--- src/rtl/idsb_pkg.sv ---
// Shared defaults and types for the ID-stage pending-write scoreboard.
package idsb_pkg;

  localparam int REG_NUM_DEF = 32;
  localparam int REG_AW_DEF  = 5;
  localparam int CNT_W_DEF   = 2;

  // Most writers that may be in flight to one register at the default width.
  localparam int CNT_MAX = (1 << CNT_W_DEF) - 1;

  typedef logic [REG_AW_DEF-1:0] reg_idx_t;
  typedef logic [CNT_W_DEF-1:0]  cnt_t;

endpackage : idsb_pkg

--- src/rtl/idsb_regcnt.sv ---
// Pending-writer counter for one architectural register: up on issue, down on
// retire, synchronous clear on flush. ID_SCOREBOARD_WB_BYPASS_EN adds is_one_o.
module idsb_regcnt #(
  parameter int CNT_W = idsb_pkg::CNT_W_DEF
) (
  input  logic clk,
  input  logic resetn,
  input  logic inc_i,
  input  logic dec_i,
  input  logic clr_i,
`ifdef ID_SCOREBOARD_WB_BYPASS_EN
  output logic is_one_o,
`endif
  output logic is_zero_o,
  output logic is_max_o
);

  logic [CNT_W-1:0] cnt_q;
  logic [CNT_W-1:0] cnt_d;

  assign is_zero_o = (cnt_q == '0);
  assign is_max_o  = (cnt_q == '1);
`ifdef ID_SCOREBOARD_WB_BYPASS_EN
  assign is_one_o  = (cnt_q == CNT_W'(1));
`endif

  // Simultaneous inc and dec cancel; the bounds guards keep a protocol slip
  // from wrapping the count (an underflow is flagged by the parent).
  always_comb begin
    cnt_d = cnt_q;
    if (clr_i) begin
      cnt_d = '0;
    end else if (inc_i && !dec_i && !is_max_o) begin
      cnt_d = cnt_q + CNT_W'(1);
    end else if (dec_i && !inc_i && !is_zero_o) begin
      cnt_d = cnt_q - CNT_W'(1);
    end
  end

  always_ff @(posedge clk or negedge resetn) begin
    if (!resetn) begin
      cnt_q <= '0;
    end else begin
      cnt_q <= cnt_d;
    end
  end

endmodule : idsb_regcnt

--- src/rtl/id_scoreboard.sv ---
// ID-stage issue gate built on per-register pending-write counters.
// Optional write-through bypass of the retiring register: ID_SCOREBOARD_WB_BYPASS_EN.
module id_scoreboard
  import idsb_pkg::*;
#(
  parameter int REG_NUM  = REG_NUM_DEF,
  parameter int REG_AW   = REG_AW_DEF,
  parameter int RD_PORTS = 2,
  parameter int CNT_W    = CNT_W_DEF,
  parameter int PERF_W   = 32
) (
  input  logic                       clk,
  input  logic                       resetn,
  input  logic                       id_valid,
  input  logic [RD_PORTS-1:0]        id_rs_used,
  input  logic [RD_PORTS*REG_AW-1:0] id_rs,
  input  logic                       id_we,
  input  logic [REG_AW-1:0]          id_wnum,
  output logic                       id_ready,
  input  logic                       wb_valid,
  input  logic                       wb_we,
  input  logic [REG_AW-1:0]          wb_wnum,
  input  logic                       flush,
  output logic [REG_NUM-1:0]         busy_vec,
  output logic [PERF_W-1:0]          stall_cnt,
  output logic                       sb_err
);

  // Status vectors span the whole index space so any encodable index can be
  // looked up; r0 and indices at or above REG_NUM read as idle.
  localparam int IDX_NUM = 1 << REG_AW;

  logic [IDX_NUM-1:0]  zero_vec;
  logic [IDX_NUM-1:0]  max_vec;
  logic [IDX_NUM-1:0]  inc_vec;
  logic [IDX_NUM-1:0]  dec_vec;
`ifdef ID_SCOREBOARD_WB_BYPASS_EN
  logic [IDX_NUM-1:0]  one_vec;
`endif

  logic [RD_PORTS-1:0] src_haz;
  logic                raw_hazard;
  logic                sat_hazard;
  logic                issue;
  logic                ret;
  logic                err_set;
  logic                stall_inc;

  logic [PERF_W-1:0]   stall_cnt_q;
  logic [PERF_W-1:0]   stall_cnt_d;
  logic                sb_err_q;
  logic                sb_err_d;

  assign ret   = wb_valid && wb_we && (wb_wnum != '0);
  assign issue = id_valid && id_ready;

  for (genvar g = 0; g < IDX_NUM; g++) begin : g_reg
    assign inc_vec[g] = issue && id_we && (id_wnum == REG_AW'(g));
    assign dec_vec[g] = ret && (wb_wnum == REG_AW'(g));

    if (g >= 1 && g < REG_NUM) begin : g_trk
      idsb_regcnt #(
        .CNT_W (CNT_W)
      ) u_cnt (
        .clk       (clk),
        .resetn    (resetn),
        .inc_i     (inc_vec[g]),
        .dec_i     (dec_vec[g]),
        .clr_i     (flush),
`ifdef ID_SCOREBOARD_WB_BYPASS_EN
        .is_one_o  (one_vec[g]),
`endif
        .is_zero_o (zero_vec[g]),
        .is_max_o  (max_vec[g])
      );
    end else begin : g_idle
      assign zero_vec[g] = 1'b1;
      assign max_vec[g]  = 1'b0;
`ifdef ID_SCOREBOARD_WB_BYPASS_EN
      assign one_vec[g]  = 1'b0;
`endif
    end
  end

  // A source is a hazard while any older writer of it is still in flight.
  for (genvar i = 0; i < RD_PORTS; i++) begin : g_src
    logic [REG_AW-1:0] rs_idx;
    assign rs_idx = id_rs[i*REG_AW +: REG_AW];
`ifdef ID_SCOREBOARD_WB_BYPASS_EN
    // The last outstanding writer retiring now is visible through the
    // write-through regfile, so it no longer blocks the read.
    assign src_haz[i] = id_rs_used[i] && (rs_idx != '0) && !zero_vec[rs_idx]
                        && !(one_vec[rs_idx] && ret && (wb_wnum == rs_idx));
`else
    assign src_haz[i] = id_rs_used[i] && (rs_idx != '0) && !zero_vec[rs_idx];
`endif
  end

  assign raw_hazard = |src_haz;

`ifdef ID_SCOREBOARD_WB_BYPASS_EN
  assign sat_hazard = id_we && (id_wnum != '0) && max_vec[id_wnum]
                      && !(ret && (wb_wnum == id_wnum));
`else
  assign sat_hazard = id_we && (id_wnum != '0) && max_vec[id_wnum];
`endif

  assign id_ready = !raw_hazard && !sat_hazard && !flush;

  // A retire with nothing outstanding means the pipeline lost track of a
  // writer; a same-cycle issue to that register supplies the missing count.
  assign err_set   = ret && zero_vec[wb_wnum] && !inc_vec[wb_wnum];
  assign stall_inc = id_valid && !id_ready && !flush;

  always_comb begin
    stall_cnt_d = stall_cnt_q;
    if (stall_inc && (stall_cnt_q != '1)) begin
      stall_cnt_d = stall_cnt_q + PERF_W'(1);
    end
    sb_err_d = sb_err_q || err_set;
  end

  always_ff @(posedge clk or negedge resetn) begin
    if (!resetn) begin
      stall_cnt_q <= '0;
      sb_err_q    <= 1'b0;
    end else begin
      stall_cnt_q <= stall_cnt_d;
      sb_err_q    <= sb_err_d;
    end
  end

  assign busy_vec  = ~zero_vec[REG_NUM-1:0];
  assign stall_cnt = stall_cnt_q;
  assign sb_err    = sb_err_q;

endmodule : id_scoreboard
--- config.mk ---
export PLATFORM = sky130hd
export DESIGN_NAME = id_scoreboard
export DESIGN_NICKNAME = d
export VERILOG_FILES = /design/src/rtl/idsb_pkg.sv /design/src/rtl/idsb_regcnt.sv /design/src/rtl/id_scoreboard.sv
export SDC_FILE = /design/constraint.sdc
export NUM_CORES = 1
export LEC_CHECK = 0
export ABC_CLOCK_PERIOD_IN_PS = 8700
export BUFFER_PORTS_ARGS = -buffer_cell sky130_fd_sc_hd__clkbuf_2
export CAP_MARGIN = 30
export CORE_MARGIN = 4
export CORE_UTILIZATION = 45
export CTS_CLUSTER_DIAMETER = 50
export DETAILED_ROUTE_END_ITERATION = 12
export HOLD_SLACK_MARGIN = 0.02
export SLEW_MARGIN = 10
export SYNTH_ARGS = -nofsm -noshare
export SYNTH_HDL_FRONTEND = slang
export SYNTH_HIERARCHICAL = 1
export SYNTH_SLANG_ARGS = --single-unit
export TNS_END_PERCENT = 20
--- constraint.sdc ---
create_clock -name clk -period 8.7 [get_ports clk]
set_clock_uncertainty 0.15 [all_clocks]
set_input_delay 1.74 -clock clk [delete_from_list [all_inputs] [get_ports clk]]
set_output_delay 1.74 -clock clk [all_outputs]
set_load 0.02 [all_outputs]
== After elaboration in Yosys (flattened, before gate mapping) ==
Cells that the tools add are included.
Storage, ports and cells
  flip-flop bits (word level): 95
  word-level logic and storage cells: 702
Cells by class
  magnitude comparators: 4
  equality and inequality tests: 94
  reductions and logical operators: 404
  $add $sub $neg: 63
  mux-type cells: 103
  bitwise logic cells: 1
Operators by type and width (number)
  $logic_and A1 B1 Y1: 204
  $mux W2: 93
  $eq A5 B5 Y1 const B: 32
  $logic_not A1 Y1: 131
  $reduce_bool A3 Y1: 31
  $eq A5 B4 Y1 const B: 16
  $add A2 B1 Y2 const B: 31
  $eq A2 B2 Y1 const B: 31
  $logic_not A2 Y1: 31
  $sub A2 B1 Y2 const B: 31
  $eq A5 B3 Y1 const B: 8
  $add A32 B1 Y32 const B: 1
  $ne A32 B32 Y1 const B: 1
  $not A32 Y32: 1
  $bmux W1 S5: 5
  $lt A5 B6 Y1 const B: 4
  $eq A5 B2 Y1 const B: 4
  $reduce_bool A5 Y1: 4
  $eq A5 B1 Y1 const B: 2
  $logic_not A5 Y1: 1
  $mux W1: 5
  $reduce_or A2 Y1: 1
  $logic_or A1 B1 Y1: 1

== Logic depth before layout (Yosys ltp) ==
  depth in word-level cells: 18
  gate-level depth with buffers: 12
  mapped depth without buffers: 11

== By module ==
The synthesis kept the hierarchy.
Modules (own cells, without submodules)
  idsb_regcnt (g_reg[10].g_trk.u_cnt ...): times used 30, sequential area each 50.0 um2, cells an instance 14, area an instance 130.1 um2
  id_scoreboard: times used 1, sequential area each 825.8 um2, cells an instance 411, area an instance 3455.8 um2
  idsb_regcnt (g_reg[9].g_trk.u_cnt): times used 1, sequential area each 50.0 um2, cells an instance 14, area an instance 131.4 um2

== Worst setup path before layout ==
Ideal clock, no wire load.
  path type: input to output
  start: input id_wnum[1]
  end: output id_ready
  arrival time: 3.924 ns
  path slack: 2.886 ns
  path buffers: 2
  stages on the path: 7
  path through: buf_2 buf_6 mux4_2 mux2_2 a221oi_2 a211oi_1 nor4_1
Between the ends
  longest elaborated chain between the ends: 6
  elaborated cells on any way between the ends: 8
  those cells by class: 2 x mux; 6 x reduce/logical
Ends and longest elaborated chain
  start: declaration: line id_scoreboard.sv:18  | input logic [REG_AW-1:0] id_wnum,
  $bmux W1 S5 / $reduce_bool A5 Y1 (equally long branches): line id_scoreboard.sv:105  | assign sat_hazard = id_we && (id_wnum != '0) && max_vec[id_wnum];
  $mux W1 (not written as such) / $logic_and A1 B1 Y1 (equally long branches): line id_scoreboard.sv:105
  $logic_and A1 B1 Y1 *: line id_scoreboard.sv:105
  $logic_not A1 Y1 *: line id_scoreboard.sv:108  | assign id_ready = !raw_hazard && !sat_hazard && !flush;
  $logic_and A1 B1 Y1 * (2 in series): line id_scoreboard.sv:108
  end: declaration: line id_scoreboard.sv:19  | output logic id_ready,
Mark *: on every way between the ends. The rest lies on a longest branch, timed or not. The select of a mux whose other input is x is not followed.

== Final worst setup path ==
Same ends and word-level chain as after synthesis.

==> run metrics <==
Starting Density=0.465; element type at the critical path start=primary input; # clock sinks=95; headroom to the max-slew limit=0.390; drt drc=0; Synth top area share=0.317; HPWL Detailed=16000 µm; PortBufs=93; clock buffer depth=2; Worst R2R Start=g_reg[30].g_trk.u_cnt/cnt_q[0]; Post-DRT Antenna Nets=0; GR Util met3=0.0629; routed len/inst=18.5 µm; Mapped Nets=875; f_max=0.169 GHz; Worst R2R Path Depth=11; sequential area share after synthesis=0.317; top cells by area, synth=dfrtp_1, mux4_2, a221oi_2; Cells after Synth=845; maximum VDD drop=86.3 µV; critical path peak fanout=14; Reg2Reg Setup Slack=4.74 ns; share of cells above drive strength 1=0.262; CTS Hold Bufs=0; period utilisation layout=0.679; M2 GR Usage=0.343; CTS tree=built; vias in the first global route=6120; Synth Register Bits=95; met1 usage=0.344; drt pass-1 iters=5; GRT busiest layer=met1; Critical Path Sink=id_ready; EDFF count, synth=0; DR vias=6592; Synth async-reset ratio=1.00; max-cap violations=0; Rows=46; clk root buf=clkbuf_16; leading area contributor after synthesis=dfrtp_1; worst-margin pin slew=0.915 ns; post-CTS setup buffers=0; synth warn=6; Util after Layout=0.524; P per Cell Area=118 mW/mm²; die width=137 µm; Netlist cell types=56; Sum Neg Setup Slack=0 ns; reg2reg end=g_reg[9].g_trk.u_cnt/cnt_q[0]; Main synth FF type=dfrtp_1; clock latency on the worst-skew pair=0.36 ns; mapped cell area=0.00749 mm²; Num CTS Buffers=9; antenna violations before repair=1; Via-to-Cell Ratio=5.74; syn avg cell area=8.87 µm²; GR Overflow Total=0; H-tree levels=3; leakage=0.00368 µW; first-pass GRT wire length=33700 µm; status=finished, final reports clean; Core ar.=0.0161 mm²; Area Overhead vs Synth=12.7%; Hold Crit Class=register to register; Crit. Startpoint=id_wnum[1]; GPL Wtd Cong=0.900; WL final=21300 µm; unrepaired setup endpoints after global routing=false; initial drt markers=464; fin. max-slew vios=0; worst endpoint required time=6.81 ns; Worst Path Arrival=4.02 ns; # nets final=957; die area=0.0188 mm²; cts repair resizes=0; crit path time final=5.91 ns; kind of critical path=primary input to output port; Reg clk slew, reported paths=0.08 ns; IO Count=95; largest net degree at the start of global routing=62; Critical Path End Type=output port; die height=137 µm; Fin. Hold Viols=0; final setup violation count=0; all-layer global routing usage=0.232; # diodes=0
==> cell usage after synthesis (all sizes together) (14+ instances only) <==
cell	n
mux4	26
nand3	23
nand2	53
o21ai	67
a21oi	32
nor2b	35
and2	31
nor3	30
dfrtp	95
nand3b	33
a221oi	33
nor2	125
buf	14
inv	38
clkbuf	15
xor2	28
mux2i	18
nand2b	68
==> metal layers <==
layer	up-vias	routed length [µm]	share of wire
met3	20	1690	0.079
met2	200	9320	0.44
met5	-	8	0.00038
li1	3198	-	-
met4	2	277	0.013
met1	3172	9970	0.47
==> worst min path at each step <==
stage / start / end / cells past startpoint
global placement: stall_cnt[8] / stall_cnt[8] / 1
finish: stall_cnt[8] / stall_cnt[8] / 1
floorplan: g_reg[9].g_trk.u_cnt/cnt_q[0] / g_reg[9].g_trk.u_cnt/cnt_q[0] / 1
global route: stall_cnt[8] / stall_cnt[8] / 1
CTS: stall_cnt[6] / stall_cnt[6] / 1
detailed placement: stall_cnt[8] / stall_cnt[8] / 1
==> critical path, cell delays in order <==
cell	delay [ns]
clkbuf_2	0.32
mux4_2	0.56
mux2_2	0.29
a221oi_2	0.33
a211oi_1	0.19
nor4_1	0.32
clkbuf_2	0.26
==> stage by stage <==
step / setup WS, ns / total power, µW / cell area (µm²) / cells / hold WS, ns
final: 2.79 / 998 / 8450 / 1148 / 0.341
after global routing: 2.69 / 1040 / 8450 / 1148 / 0.365
after CTS: 2.82 / 1010 / 8450 / 1148 / 0.342
after detailed placement: 2.83 / 602 / 8150 / 1132 / 0.327
after global placement: 2.89 / 601 / 8150 / 1132 / 0.325
after floorplan: 2.89 / 547 / 7490 / 845 / 0.331
==> power by group <==
part           switching, µW  internal, µW  leakage (µW)  total [µW]
logic                   85.7          39.2       0.00224         125
clock network            203           204      0.000141         406
registers               15.6           452       0.00130         467
total                    304           695       0.00368         998
==> logic make-up after synthesis <==
kind of cell    after synthesis  share of synthesized area
xor+xnor                     35                     0.0409
compound gates              147                      0.164
flops                        95                      0.317
fa+ha+maj                     1                    0.00167
buf+inv                      67                     0.0379
mux                          48                      0.108
other cells                   1                   0.000501
simple gates                451                      0.330
==> cells in the final DEF, fill, tap and decap left out, types with 30 or more instances in the layout <==
| master | n |
|---|---|
| a21oi_1 | 32 |
| a221oi_2 | 32 |
| o21ai_2 | 31 |
| and2_1 | 31 |
| dfrtp_1 | 95 |
| nand2b_1 | 38 |
| nor2b_1 | 35 |
| nand2b_2 | 30 |
| nand3b_1 | 33 |
| nand2_1 | 53 |
| clkbuf_2 | 91 |
| nor2_1 | 125 |
| o21ai_1 | 30 |
| inv_1 | 38 |
==> sequential cells by signal (all words and copies together) (netlist names) <==
name and flops:
g.g_trk.u_cnt/cnt_q 62, sb_err 1, stall_cnt 32
==> final cells by class <==
class	count	area, µm²
Clock buffer	9	225
Clock inverter	7	73.8
Timing Repair Buffer	100	520
Inverter	38	143
Multi-Input combinational cell	683	4840
Sequential cell	95	2380
Fill cell	1577	7670
Tap cell	216	270
No activity file was read; power rests on OpenSTA's default activity.
